--- src/rtl/ahb_matrix_pkg.sv ---
// ahb_matrix_pkg: shared HTRANS encodings, port-count bounds and index-width helper
package ahb_matrix_pkg;
    localparam logic [1:0] TRANS_IDLE   = 2'b00;
    localparam logic [1:0] TRANS_BUSY   = 2'b01;
    localparam logic [1:0] TRANS_NONSEQ = 2'b10;
    localparam logic [1:0] TRANS_SEQ    = 2'b11;
    localparam int NUM_PORTS_MIN = 2;
    localparam int NUM_PORTS_MAX = 16;
    function automatic int idx_w(input int n);
        return (n < 2) ? 1 : $clog2(n);
    endfunction
endpackage

--- src/rtl/ahb_rr_pick.sv ---
// ahb_rr_pick: combinational rotate-priority pick, scanning from i_start+1 and ending at i_start
module ahb_rr_pick #(
    parameter int N = 4,
    parameter int W = 2
) (
    input  logic [N-1:0] i_req,
    input  logic [W-1:0] i_start,
    output logic [W-1:0] o_idx,
    output logic         o_found
);
    // walk from farthest to nearest so the nearest requester after i_start wins
    always_comb begin
        int j;
        j = 0;
        o_idx = i_start;
        o_found = 1'b0;
        for (int k = N; k >= 1; k--) begin
            j = int'(i_start) + k;
            if (j >= N) j = j - N;
            if (i_req[j]) begin
                o_idx = W'(j);
                o_found = 1'b1;
            end
        end
    end
endmodule

--- src/rtl/ahb_matrix_output_arbiter.sv ---
// ahb_matrix_output_arbiter: round-robin owner/data-phase tracking for one bus-matrix output port
module ahb_matrix_output_arbiter
    import ahb_matrix_pkg::*;
#(
    parameter int NUM_PORTS = 4,
    parameter int PORT_W = idx_w(NUM_PORTS)
) (
    input  logic                   HCLK,
    input  logic                   HRESETn,
    input  logic [NUM_PORTS-1:0]   sel_op,
    input  logic [2*NUM_PORTS-1:0] trans_op,
    input  logic [NUM_PORTS-1:0]   mastlock_op,
    input  logic                   HREADYM,
    output logic [PORT_W-1:0]      addr_in_port,
    output logic                   no_port,
    output logic [NUM_PORTS-1:0]   active_op,
    output logic [PORT_W-1:0]      data_in_port,
    output logic                   data_valid
);
    logic [PORT_W-1:0] r_addr;
    logic              r_no_port;
    logic [PORT_W-1:0] r_data;
    logic              r_data_valid;
    logic              w_own_sel;
    logic              w_own_lock;
    logic [1:0]        w_own_trans;
    logic              w_hold;
    logic [PORT_W-1:0] w_pick_idx;
    logic              w_pick_found;

    // select the current owner's request signals without out-of-range indexing
    always_comb begin
        w_own_sel = 1'b0;
        w_own_lock = 1'b0;
        w_own_trans = TRANS_IDLE;
        for (int i = 0; i < NUM_PORTS; i++) begin
            if (r_addr == PORT_W'(i)) begin
                w_own_sel = sel_op[i];
                w_own_lock = mastlock_op[i];
                w_own_trans = trans_op[2*i +: 2];
            end
        end
    end

    assign w_hold = ~r_no_port & w_own_sel &
                    ((w_own_trans == TRANS_BUSY) | (w_own_trans == TRANS_SEQ) | w_own_lock);

    ahb_rr_pick #(.N(NUM_PORTS), .W(PORT_W)) u_pick (
        .i_req   (sel_op),
        .i_start (r_addr),
        .o_idx   (w_pick_idx),
        .o_found (w_pick_found)
    );

    // address and data phase ownership advance only when the MI accepts a transfer
    always_ff @(posedge HCLK or negedge HRESETn) begin
        if (!HRESETn) begin
            r_addr <= '0;
            r_no_port <= 1'b1;
            r_data <= '0;
            r_data_valid <= 1'b0;
        end else if (HREADYM) begin
            r_data <= r_addr;
            r_data_valid <= ~r_no_port & (w_own_trans != TRANS_IDLE);
            if (!w_hold) begin
                r_addr <= w_pick_found ? w_pick_idx : r_addr;
                r_no_port <= ~w_pick_found;
            end
        end
    end

    // one-hot owner indication decoded from registered state only
    always_comb begin
        active_op = '0;
        for (int i = 0; i < NUM_PORTS; i++) active_op[i] = ~r_no_port & (r_addr == PORT_W'(i));
    end

    assign addr_in_port = r_addr;
    assign no_port = r_no_port;
    assign data_in_port = r_data;
    assign data_valid = r_data_valid;
endmodule

--- config.mk ---
export PLATFORM = sky130hd
export DESIGN_NAME = ahb_matrix_output_arbiter
export DESIGN_NICKNAME = d
export VERILOG_FILES = /design/src/rtl/ahb_matrix_pkg.sv /design/src/rtl/ahb_rr_pick.sv /design/src/rtl/ahb_matrix_output_arbiter.sv
export SDC_FILE = /design/constraint.sdc
export NUM_CORES = 1
export LEC_CHECK = 0
export CAP_MARGIN = 20
export CORE_MARGIN = 2
export CORE_UTILIZATION = 36
export CTS_BUF_LIST = sky130_fd_sc_hd__clkbuf_8 sky130_fd_sc_hd__clkbuf_16
export DETAILED_ROUTE_END_ITERATION = 7
export PLACE_DENSITY = 0.76
export SYNTH_ARGS = -nofsm -noshare
export SYNTH_HDL_FRONTEND = slang
export SYNTH_SLANG_ARGS = --single-unit
--- constraint.sdc ---
create_clock -name HCLK -period 1.9 [get_ports HCLK]
set_input_delay 0.19 -clock HCLK [delete_from_list [all_inputs] [get_ports HCLK]]
set_output_delay 0.19 -clock HCLK [all_outputs]
set_load 0.01 [all_outputs]
* Word level (Yosys, flattened, before mapping)
Cells that the tools add are included.
** Storage, ports and cells
- Memory bits (read-only) :: 0
- Memory bits (writable) :: 0
- Word-level logic and storage cells :: 78
- Bits in latches :: 0
- Memories kept :: 0
- Output and inout bits :: 10
- Register bits after elaboration :: 6
** Operators by class
- Div/mod/pow operators :: 0
- $lt $le $gt $ge :: 8
- Bitwise operators :: 12
- Equal/unequal tests :: 5
- Shift-type cells :: 0
- $add $sub $neg :: 8
- Multiplexer cells :: 36
- $mul :: 0
- Reduce and logical (&&, ||, !) cells :: 5
** Operators with widths (count)
- 32-bit by 4-bit >= comparator with 1-bit output (second input constant) :: 4
- 32-bit by 4-bit < comparator with 1-bit output (second input constant) :: 4
- 32-bit two-way mux :: 4
- 32-bit by 4-bit subtractor with 32-bit output (second input constant) :: 4
- 1-bit two-way mux :: 20
- 2-bit two-way mux :: 8
- 1-bit binary-select mux with 2-bit select :: 4
- 1-bit bitwise AND :: 7
- 2-bit by 2-bit adder with 3-bit output (second input constant) :: 2
- 2-bit equality test (second input constant) :: 3
- 2-bit by 3-bit adder with 4-bit output (second input constant) :: 1
- 2-bit by 1-bit equality test with 1-bit output (second input constant) :: 2
- 4-bit AND reduction :: 1
- 4-bit nonzero test :: 1
- 2-bit by 1-bit adder with 3-bit output (second input constant) :: 1
- 1-bit inverter :: 3
- 2-bit logical NOT :: 1
- 1-bit bitwise OR :: 2
- 2-bit AND reduction :: 1
- 2-bit nonzero test :: 1

* Logic depth before layout (Yosys ltp)
Gate-level depths: netlist of run 1.
- Depth after elaboration :: 11
- Mapped depth :: 9
- Gate-level depth less buffers :: 7

* Cells and area by module
From an unflattened synthesis of run 1, not the netlist that was laid out.
** Unflattened totals
- Cell total of the unflattened synthesis :: 50
- Area total of the unflattened synthesis :: 503.0 um^2
** Modules (own cells, without submodules)
- ahb_matrix_output_arbiter :: cells an instance 36, area each 420.4 um^2, times used 1
- ahb_rr_pick :: cells an instance 14, area each 82.6 um^2, times used 1

* Worst setup path after synthesis of run 1
Ideal clock, no wire load.
- Kind :: register -> register
- From :: reg r_addr[1], in the netlist addr_in_port[1]
- To :: reg r_addr[0], in the netlist addr_in_port[0]
- Path slack :: -236 ps
- Required time :: 1769 ps
- Cell stages (with the launch flop) :: 9
- Data arrival time :: 2005 ps
- Clock period less this slack :: 2136 ps
- Cell sequence :: dfrtp_1 -> buf_4 -> inv_1 -> ha_1 -> buf_2 -> o211a_1 -> o22a_1 -> o2111a_1 -> or3_1
** On the way
- Word-level cells in the longest chain between the ends :: 11
- Elaborated cells on any way between the ends :: 61
- Those cells by class :: add/sub: 8; order compare: 4; eq/ne: 5; mux: 36; bitwise: 5; reduce/logical: 3
** Ends and longest elaborated chain
- start: declaration :: line ahb_matrix_output_arbiter.sv:20 : logic [PORT_W-1:0] r_addr;
- start signal: assignment :: line ahb_matrix_output_arbiter.sv:66 : r_addr <= w_pick_found ? w_pick_idx : r_addr;
- 2-bit by 3-bit adder with 4-bit output / 2-bit logical NOT (equally long branches) :: line ahb_rr_pick.sv:18, ahb_matrix_output_arbiter.sv:37
- 32-bit by 4-bit subtractor with 32-bit output (tied with other cells) :: line ahb_rr_pick.sv:19 : if (j >= N) j = j - N;
- 32-bit two-way mux / 2-bit two-way mux (equally long branches) :: line ahb_rr_pick.sv:19, ahb_matrix_output_arbiter.sv:37
- 1-bit binary-select mux with 2-bit select / 2-bit two-way mux (equally long branches) :: line ahb_rr_pick.sv:20, ahb_matrix_output_arbiter.sv:37
- 1-bit two-way mux (implied by the code) / 2-bit two-way mux (equally long branches) :: line ahb_rr_pick.sv:20, ahb_matrix_output_arbiter.sv:37
- 1-bit two-way mux (implied by the code) (tied with other cells) :: line ahb_rr_pick.sv:20 : if (i_req[j]) begin
- 1-bit two-way mux / 1-bit bitwise OR (equally long branches) (2 in series) :: line ahb_rr_pick.sv:20, ahb_matrix_output_arbiter.sv:46
- 1-bit two-way mux / 1-bit bitwise AND (equally long branches) :: line ahb_rr_pick.sv:20, ahb_matrix_output_arbiter.sv:45
- 1-bit two-way mux / 1-bit inverter (equally long branches)
- 4-bit AND reduction (no source line)
Parallel ways exist; a longest one is shown, timed or not. The select of a mux whose other input is x is not followed.
A chain may end at the register's enable or synchronous reset.

* Worst setup path after layout of run 1
- From :: reg r_addr[0], in the netlist addr_in_port[0]
- To :: reg r_addr[0], in the netlist addr_in_port[0]
The elaborated chain is that of the path after synthesis.

==> results of run 1 <==
how the worst max path moves through the flow:
| stage | slack [ns] | to | cells past startpoint | start |
|---|---|---|---|---|
| floorplan | -0.02 | addr_in_port[0]$_DFFE_PN0P_ | 8 | addr_in_port[1]$_DFFE_PN0P_ |
| global placement | -0.03 | addr_in_port[0]$_DFFE_PN0P_ | 6 | sel_op[1] |
| detailed placement | -0.05 | addr_in_port[1]$_DFFE_PN0P_ | 6 | sel_op[1] |
| CTS | 0.004 | addr_in_port[0]$_DFFE_PN0P_ | 7 | addr_in_port[0]$_DFFE_PN0P_ |
| global route | -0.08 | addr_in_port[0]$_DFFE_PN0P_ | 6 | addr_in_port[0]$_DFFE_PN0P_ |
| finish | -0.0004 | addr_in_port[0]$_DFFE_PN0P_ | 6 | addr_in_port[0]$_DFFE_PN0P_ |
state kept, by name, indices dropped and copies added, names as in the netlist:
register	flops
addr_in_port	2
data_in_port	2
data_valid	1
no_port	1
metal layers:
| metal | track usage [%] | share of wire [%] | vias to the layer above |
|---|---|---|---|
| met2 | 33.7 | 46 | 37 |
| met4 | 9.41 | 2.7 | 0 |
| met1 | 24.6 | 44 | 341 |
| met5 | 0 | 0 | - |
| li1 | - | - | 376 |
| met3 | 6.40 | 7.3 | 6 |
synth_stat cells:
cell / n
a21oi_1: 3
buf_2: 1
ha_1: 4
a211o_1: 1
nor2_1: 3
o211ai_1: 2
o21ai_0: 5
a21boi_0: 1
nand2b_1: 3
inv_1: 6
o21a_1: 1
o211a_1: 2
buf_4: 1
o22ai_1: 4
dfrtp_1: 5
mux2_2: 5
mux2i_1: 1
nor4b_1: 1
dfstp_2: 1
or3_1: 3
o31a_1: 1
a211oi_1: 1
nand2_1: 10
nor3_1: 2
nand3b_1: 1
nor2b_1: 3
o2111ai_1: 1
o22a_1: 1
o2111a_1: 1
a31oi_1: 2
logic make-up after synthesis:
group	after synthesis	synth area share, %
AO/OA/AOI/OAI	26	29.5
AND/OR/NAND/NOR	26	21.3
buffers and inverters	8	5.69
multiplexers	6	10.8
flip-flops	6	24.6
adder cells (fa/ha/maj)	4	8.13
metrics by stage:
| stage | setup slack, ns | cells | TNS, ns | hold WS, ns | power [uW] |
|---|---|---|---|---|---|
| final | -0.000417 | 137 | -0.000417 | 0.220 | 1760 |
| after global routing | -0.0770 | 137 | -0.136 | 0.231 | 1900 |
| after CTS | 0.00396 | 136 | 0 | 0.224 | 1720 |
| after detailed placement | -0.0496 | 131 | -0.0877 | 0.456 | 1450 |
| after global placement | -0.0343 | 131 | -0.0634 | 0.446 | 1420 |
| after floorplan | -0.0243 | 76 | -0.0475 | -0.106 | 982 |
cell type report:
type / count / area [um^2]
Clock buffer: 3 / 41.3
Clock inverter: 1 / 3.75
Fill cell: 117 / 433
Inverter: 6 / 27.5
Multi-Input combinational cell: 62 / 475
Sequential cell: 6 / 154
Tap cell: 16 / 20.0
Timing Repair Buffer: 43 / 404
power by group through the flow:
| stage | Combinational, uW | Sequential [uW] | Clock, uW |
|---|---|---|---|
| 4_1_cts | 1260 | 264 | 197 |
| 3_5_place_dp | 1190 | 257 | 0 |
| 6_report | 1300 | 265 | 191 |
| 5_1_grt | 1410 | 275 | 215 |
| 3_3_place_gp | 1170 | 255 | 0 |
| 2_1_floorplan | 700 | 282 | 0 |
worst max-delay path: cells and delay by family (launching register included):
family          cells  cell delay, ns
compound gates      3            0.70
flops               1            0.46
simple gates        1            0.29
fa+ha+maj           1            0.17
buf+inv             1            0.15
repair_timing:
item                       in CTS  in global routing
setup endpoints to repair       3                  3
gates resized for setup         5                  2
pin swaps                       0                  3
buffers inserted                1                  1
==> flow_summary_export.csv, run 1 <==
group,metric,value,unit
outcome,status,"finished with violations",
outcome,violations,"setup timing",
logic_synthesis,synth.top_cell.area_share,20.3,%
power_and_ir_drop,leakagePower,0.000469,uW
place,placed_area,0.00103,mm^2
detailed_routing,drt_wl_total,1940,um
clocking,cts_max_level,1,
critical_path,max_stage_delay,0.46,ns
power_and_ir_drop,p_clk_share,10.8,%
timing,relSlewSlack,80.6,%
global_routing,grt_pass1_wl,3040,um
logic_synthesis,syn_area,616,um^2
timing,post-route-period-util,100,%
logic_synthesis,synth_cell_types,30,
logic_synthesis,syn_avg_cell_area,8.10,um^2
logic_synthesis,yosys.area.top_type,"dfrtp_1",
critical_path,crit_fanout,9,
die,row_count,14,
power_and_ir_drop,power_density,1560,mW/mm^2
power_and_ir_drop,p_sw_share,39.9,%
detailed_routing,postRouteAntennaNets,0,
final_layout,fin_nets,145,
logic_synthesis,yosysWarnings,0,
final_layout,final_area,0.00113,mm^2
critical_path,start_kind,"register",
timing,setup_violations,1,
timing,tightestPinTransition,0.290,ns
die,start_util,39.5,%
final_layout,syn_to_final_growth,82.9,%
clocking,cts_root_buf,"clkbuf_8",
clocking,numCtsBuffers,3,
global_routing,grt.total_usage,20.6,%
power_and_ir_drop,p_seq_share,15.1,%
logic_synthesis,synth_seq_area_share,24.6,%
detailed_routing,dr_total_vias,760,
global_routing,antenna_found_initial,0,
timing,rsz0062_at_grt,"yes",
final_layout,antenna_cells,0,
critical_path,end_kind,"register",
logic_synthesis,synth-seq-cells,6,
critical_path,arrival,1.99,ns
clocking,hold_buffers,0,
die,die_y,45.4,um
timing,hold_viol_final,0,
timing,period_needed,1.90,ns
timing,fin_ws,-0.000417,ns
global_routing,grt_pass1_vias,718,
critical_path,cp.required,1.99,ns
global_routing,grt_start_max_net_pins,10,
timing,fmax,526,MHz
hold_path,hp-class,"in2async",
place,gp_congestion,0.809,
critical_path,r2r_slack,-0.0004,ns
clocking,cts.sinks,6,
critical_path,r2r-start,"addr_in_port[0]$_DFFE_PN0P_",
clocking,clockBufferDepth,2,
die,core_region_area,0.00156,mm^2
detailed_routing,first_iter_violations,23,
final_layout,drive_gt1_share,28.1,%
logic_synthesis,synthTopCellsByArea,"dfrtp_1, mux2_2, ha_1",
power_and_ir_drop,p_comb_share,74.1,%
die,chipWidth,45.4,um
clocking,clock_latency,0.22,ns
die,die_area,0.00206,mm^2
logic_synthesis,synth_fp_nets,99,
place,dpl.hpwl,1450,um
power_and_ir_drop,power.net_switching,703,uW
clocking,cts_tree,"done",
detailed_routing,dr.pass1.iters,4,
die,ios,29,
timing,drv_slew,0,
critical_path,cp_slowest_cell,"dfrtp_2",
power_and_ir_drop,peakVddDrop,1.03,mV
timing,fin_skew,0.00419,ns
final_layout,final_common_cell,"clkdlybuf4s50_1",
job,maxCapViolations,0,
critical_path,r2r_end,"addr_in_port[0]$_DFFE_PN0P_",
logic_synthesis,syn_inst,76,
global_routing,overflow,0,
power_and_ir_drop,intPower,1060,uW
final_layout,fin_util,72.2,%
place,place.port_buffers,28,
critical_path,path_class,"reg2reg",
detailed_routing,drc,0,
critical_path,ff2ff_path_depth,6,
clocking,clk_pin_slew,0.04,ns
detailed_routing,vias_per_cell,5.55,
critical_path,path_cells,"buf_12 -> ha_4 -> o211a_1 -> o22a_1 -> o2111a_1 -> or3_1",
detailed_routing,drt-wirelength-per-cell,14.2,um
final_layout,most-common-layout-cells,"clkdlybuf4s50_1, buf_4, nand2_1, mux2_2",
Note: power is estimated with default switching activity, not from simulation.
==> run 2: changes to the inputs <==
CORE_UTILIZATION = 33   (was 36)
CTS_CLUSTER_DIAMETER = 150   (was not set)
PLACE_DENSITY = 0.75   (was 0.76)
SYNTH_HIERARCHICAL = 1   (was not set)
==> run 2 against run 1 <==
The flow now finishes without violations. Via count down 33%. Clock skew down 0.0025 ns. Synthesized cell count down 34%. Critical path type is now reg2out. Largest power group unchanged.
==> flow_summary_export.csv, run 2 <==
group,metric,value,unit
critical_path,end_kind,"output pin",
logic_synthesis,syn_avg_cell_area,10.1,um^2
detailed_routing,vias_per_cell,5.27,
final_layout,antenna_cells,0,
global_routing,antenna_found_initial,0,
final_layout,multi_input_area,322,um^2
place,place.port_buffers,28,
logic_synthesis,synth_edf_count,0,
logic_synthesis,syn_area,503,um^2
die,start_util,34.2,%
power_and_ir_drop,intPower,749,uW
logic_synthesis,synth_cell_types,27,
power_and_ir_drop,leakagePower,0.000353,uW
logic_synthesis,yosysWarnings,6,
power_and_ir_drop,p_seq_share,21.8,%
critical_path,crit_fanout,12,
global_routing,grt.total_usage,16.3,%
clocking,cts_root_buf,"clkbuf_8",
logic_synthesis,synth_common_cells,"dfrtp_1, nand2_1, nor2_1, o211ai_1",
final_layout,most-common-layout-cells,"clkdlybuf4s50_1, dfrtp_1, nand2_1, nor2_1, o211ai_1",
clocking,cts.sinks,6,
logic_synthesis,synthTopCellsByArea,"dfrtp_1, mux4_1, o211ai_1",
logic_synthesis,synth_fp_nets,69,
power_and_ir_drop,peakVddDrop,0.610,mV
detailed_routing,first_iter_violations,12,
critical_path,start_kind,"register",
logic_synthesis,synth_ff_type,"dfrtp_1",
logic_synthesis,synth_seq_area_share,30.1,%
timing,fin_ws,0.123,ns
final_layout,num-fill-cells,134,
critical_path,cp.required,1.71,ns
detailed_routing,postRouteAntennaNets,0,
final_layout,drive_gt1_share,16.0,%
timing,tightestPinTransition,0.287,ns
die,chipWidth,43.0,um
detailed_routing,drc,0,
global_routing,overflow,0,
timing,drv_slew,0,
die,core_region_area,0.00147,mm^2
logic_synthesis,muxShareOfSynthArea,24.6,%
clocking,cts_max_level,1,
clocking,clockBufferDepth,2,
power_and_ir_drop,p_clk_share,16.5,%
timing,hold_viol_final,0,
detailed_routing,drt_wl_total,1310,um
timing,rsz0062_at_grt,"no",
global_routing,grt_pass1_vias,482,
job,maxCapViolations,0,
power_and_ir_drop,power.net_switching,407,uW
logic_synthesis,synth-seq-cells,6,
timing,post-route-period-util,93.5,%
detailed_routing,drt-wirelength-per-cell,13.5,um
place,dp_slack,0.209,ns
clocking,clk_pin_slew,0.04,ns
die,ios,29,
logic_synthesis,yosys.area_share.simple,20.1,%
die,die_y,43.0,um
logic_synthesis,synth_xor_xnor_area_share,0,%
logic_synthesis,synth.most_common_cell,"dfrtp_1",
logic_synthesis,synth_fa_ha_area_share,0,%
clocking,numCtsBuffers,3,
clocking,postCtsSetupBuffers,0,
critical_path,path_class,"reg2out",
timing,tns,0,ns
power_and_ir_drop,p_sw_share,35.2,%
place,gp_congestion,0.738,
logic_synthesis,yosys.area.top_type,"dfrtp_1",
critical_path,arrival,1.59,ns
clocking,clock_latency,0.22,ns
timing,fin_skew,0.00165,ns
clocking,post_cts_resized,0,
hold_path,hp-class,"in2async",
critical_path,r2r_slack,0.24,ns
clocking,cts_tree,"done",
logic_synthesis,synth_top_family_by_area,"multiplexers",
die,row_count,14,
timing,period_needed,1.78,ns
critical_path,cp-startpoint,"addr_in_port[0]$_DFFE_PN0P_",
critical_path,ff2ff_path_depth,4,
logic_synthesis,async_reset_ff_share,100,%
timing,relSlewSlack,80.8,%
final_layout,fin_nets,101,
clocking,hold_buffers,0,
final_layout,ff_latch_area,151,um^2
final_layout,syn_to_final_growth,68.7,%
logic_synthesis,synth_compound_area_share,19.2,%
die,die_area,0.00185,mm^2
logic_synthesis,syn_inst,50,
power_and_ir_drop,power_density,1360,mW/mm^2
global_routing,grt_pass1_wl,2150,um
timing,fmax,563,MHz
detailed_routing,dr.pass1.iters,4,
critical_path,r2r_end,"addr_in_port[1]$_DFFE_PN0P_",
timing,setup_violations,0,
global_routing,grt_start_max_net_pins,13,
power_and_ir_drop,p_comb_share,61.8,%
critical_path,r2r-start,"addr_in_port[0]$_DFFE_PN0P_",
outcome,status,"finished, final reports clean",
place,dpl.hpwl,1000,um
logic_synthesis,synth.top_cell.area_share,24.9,%
detailed_routing,dr_total_vias,511,
final_layout,final_common_cell,"clkdlybuf4s50_1",
run 2: cell types whose count changed in the layout (fill, tap and decap cells not counted), sizes merged, moves of 4 or more:
cell / change
buf: -13
nand2: -6
ha: -4
mux4: +4
o22ai: -4
run 2: worst max-delay path: stages, from the launching register on:
cell and delay, ns:
dfrtp_1 0.42, buf_6 0.19, nor3b_1 0.19, clkdlybuf4s50_1 0.56
run 2: cell type report:
class,instances,share of cell area (%)
clock inverters,1,0.442
clock buffers,3,4.87
flip-flops and latches,6,17.8
well taps,16,2.36
multi-input cells,38,37.9
inverters,3,1.33
repair buffers,30,35.3
run 2: per-stage QoR:
step                      hold slack [ns]  cell area, um^2  utilization (%)  std cells  total power [uW]
after floorplan                    -0.106              503                -         50               649
after global placement              0.446              800             54.3         93               950
after detailed placement            0.452              800             54.3         93               960
after CTS                           0.216              845             57.4         97              1160
after global routing                0.226              848             57.7         97              1240
final                               0.209              848             57.7         97              1160
run 2: logic make-up after synthesis:
| kind of cell | count (synthesis) |
|---|---|
| AND/OR/NAND/NOR | 18 |
| AO/OA/AOI/OAI | 14 |
| multiplexers | 6 |
| flip-flops | 6 |
| buffers and inverters | 6 |
run 2: metal layers:
metal / up-vias / wire [um] / global-route usage, %
met5: - / 0 / 0
met4: 0 / 15 / 10.9
met3: 2 / 85 / 5.53
met1: 244 / 582 / 20.5
li1: 251 / - / -
met2: 14 / 621 / 23.3
run 2: power by group through the flow:
stage / combinational, uW / sequential (uW) / clock [uW]
2_1_floorplan: 370 / 279 / 0
3_3_place_gp: 700 / 250 / 0
3_5_place_dp: 709 / 252 / 0
4_1_cts: 714 / 250 / 198
5_1_grt: 769 / 265 / 210
6_report: 714 / 252 / 190
run 2: worst max-delay path by stage:
stage	to	slack [ns]	cells after the start
finish	active_op[1]	0.12	3
global route	active_op[1]	0.005	3
CTS	active_op[1]	0.07	3
detailed placement	addr_in_port[1]$_DFFE_PN0P_	0.21	4
global placement	data_valid$_DFFE_PN0P_	0.21	4
floorplan	addr_in_port[0]$_DFFE_PN0P_	0.25	4
==> run 3: changes to the inputs <==
CORE_ASPECT_RATIO = 1.1   (was not set)
CORE_MARGIN = not set   (was 2)
==> run 3 against run 2 <==
Setup slack lost 0.022 ns. Largest cell class unchanged. Die area fell by 9.1%. Clock-buffer cell count unchanged. Critical path type is now reg2reg. Clock skew is 0.0081 ns higher. Global-route usage up 1.5 points. Critical path depth is 1 higher. Routed wire length down 3.8%. Via count grew 5.9%. Sequential power up 4%.
==> flow_summary_export.csv, run 3 (synthesis results as in run 2) <==
group,metric,value,unit
outcome,status,"finished, final reports clean",
global_routing,grt_start_max_net_pins,10,
power_and_ir_drop,peakVddDrop,0.611,mV
timing,drv_slew,0,
clocking,postCtsSetupBuffers,0,
critical_path,path_delay_family,"multiplexers",
clocking,clockBufferDepth,2,
clocking,clock_latency,0.23,ns
die,chipWidth,39.2,um
global_routing,grt.total_usage,17.8,%
place,place.port_buffers,28,
die,die_area,0.00168,mm^2
timing,tightestPinTransition,0.321,ns
clocking,cts_tree,"done",
timing,tns,0,ns
final_layout,final_common_cell,"clkdlybuf4s50_1",
timing,period_needed,1.80,ns
critical_path,max_stage_delay,0.61,ns
clocking,hold_buffers,0,
detailed_routing,drt-wirelength-per-cell,12.9,um
detailed_routing,dr_total_vias,541,
timing,post-route-period-util,94.7,%
critical_path,arrival,1.94,ns
critical_path,crit_buf_inv,1,
clocking,cts_root_buf,"clkbuf_8",
critical_path,start_kind,"register",
die,die_y,42.9,um
detailed_routing,drc,0,
critical_path,r2r_slack,0.10,ns
final_layout,drive_gt1_share,16.0,%
critical_path,cp.required,2.04,ns
clocking,cts.sinks,6,
timing,rsz0062_at_grt,"no",
clocking,clk_pin_slew,0.04,ns
clocking,post_cts_resized,0,
die,start_util,35.9,%
final_layout,fin_nets,101,
final_layout,most-common-layout-cells,"clkdlybuf4s50_1, dfrtp_1, nand2_1, nor2_1, o211ai_1",
job,maxCapViolations,0,
global_routing,antenna_found_initial,0,
power_and_ir_drop,total_power,1150,uW
die,ios,29,
final_layout,final_area,845,um^2
timing,relSlewSlack,78.6,%
die,core_region_area,0.00140,mm^2
final_layout,antenna_cells,0,
detailed_routing,drt_wl_total,1260,um
final_layout,syn_to_final_growth,67.9,%
final_layout,final_cells,97,
die,row_count,14,
critical_path,path_class,"reg2reg",
timing,fin_skew,0.00980,ns
clocking,numCtsBuffers,3,
critical_path,path_cells,"buf_4 -> mux4_1 -> o211a_1 -> o211ai_1",
global_routing,overflow,0,
global_routing,grt_pass1_wl,1990,um
timing,finalHoldWorstSlack,0.199,ns
place,dpl.hpwl,978,um
timing,hold_viol_final,0,
place,dp.cells,93,
power_and_ir_drop,power_density,1360,mW/mm^2
global_routing,grt_pass1_vias,485,
timing,setup_violations,0,
critical_path,cp_slowest_cell,"mux4_1",
place,gp_congestion,0.757,
hold_path,hp-class,"in2async",
detailed_routing,postRouteAntennaNets,0,
place,placed_area,800,um^2
detailed_routing,vias_per_cell,5.58,
timing,fmax,556,MHz
clocking,cts_max_level,1,
critical_path,crit_fanout,9,
critical_path,end_kind,"register",
power_and_ir_drop,leakagePower,0.000351,uW
detailed_routing,dr.pass1.iters,4,
detailed_routing,first_iter_violations,9,
run 3: cell count changes in the layout (fill, tap and decap cells not counted):
| cell | previous run | this run |
|---|---|---|
| buf_4 | 1 | 2 |
| buf_6 | 1 | 0 |
run 3: final timing paths:
kind / startpoint / end / cells after the start
min reg2reg: data_in_port[0]$_DFFE_PN0P_ / data_in_port[0]$_DFFE_PN0P_ / 1
min in group HCLK: data_in_port[0]$_DFFE_PN0P_ / data_in_port[0]$_DFFE_PN0P_ / 1
max reg2reg: addr_in_port[0]$_DFFE_PN0P_ / addr_in_port[1]$_DFFE_PN0P_ / 4
max: addr_in_port[0]$_DFFE_PN0P_ / addr_in_port[1]$_DFFE_PN0P_ / 4
min: HRESETn / addr_in_port[1]$_DFFE_PN0P_ / 1
max in group asynchronous: HRESETn / no_port$_DFFE_PN1P_ / 1
run 3: per-layer routing:
layer / up-vias / track usage, % / wire length (um)
li1: 256 / - / -
met1: 268 / 21.5 / 521
met2: 17 / 27.3 / 662
met3: 0 / 6.28 / 72
met4: 0 / 8.28 / 0
met5: - / 0 / 0
run 3: power by group:
part | leakage (uW) | switching, uW | internal, uW
Combinational | 0.000254 | 278 | 410
Clock | 0.0000269 | 59.1 | 139
Sequential | 0.0000707 | 69.5 | 193
Total | 0.000351 | 406 | 742
run 3: through the flow:
step	util, %	worst slack (ns)
global placement	57.1	0.200
global route	60.3	0.0368
CTS	60.3	0.0972
finish	60.3	0.101
floorplan	-	0.247
detailed placement	57.1	0.112
run 3: final cells by class:
cell class                      count  area (um^2)
Fill cell                         121          557
Multi-Input combinational cell     38          322
Timing Repair Buffer               30          295
Sequential cell                     6          151
Clock buffer                        3         41.3
Tap cell                           16         20.0
Inverter                            3         11.3
Clock inverter                      1         3.75
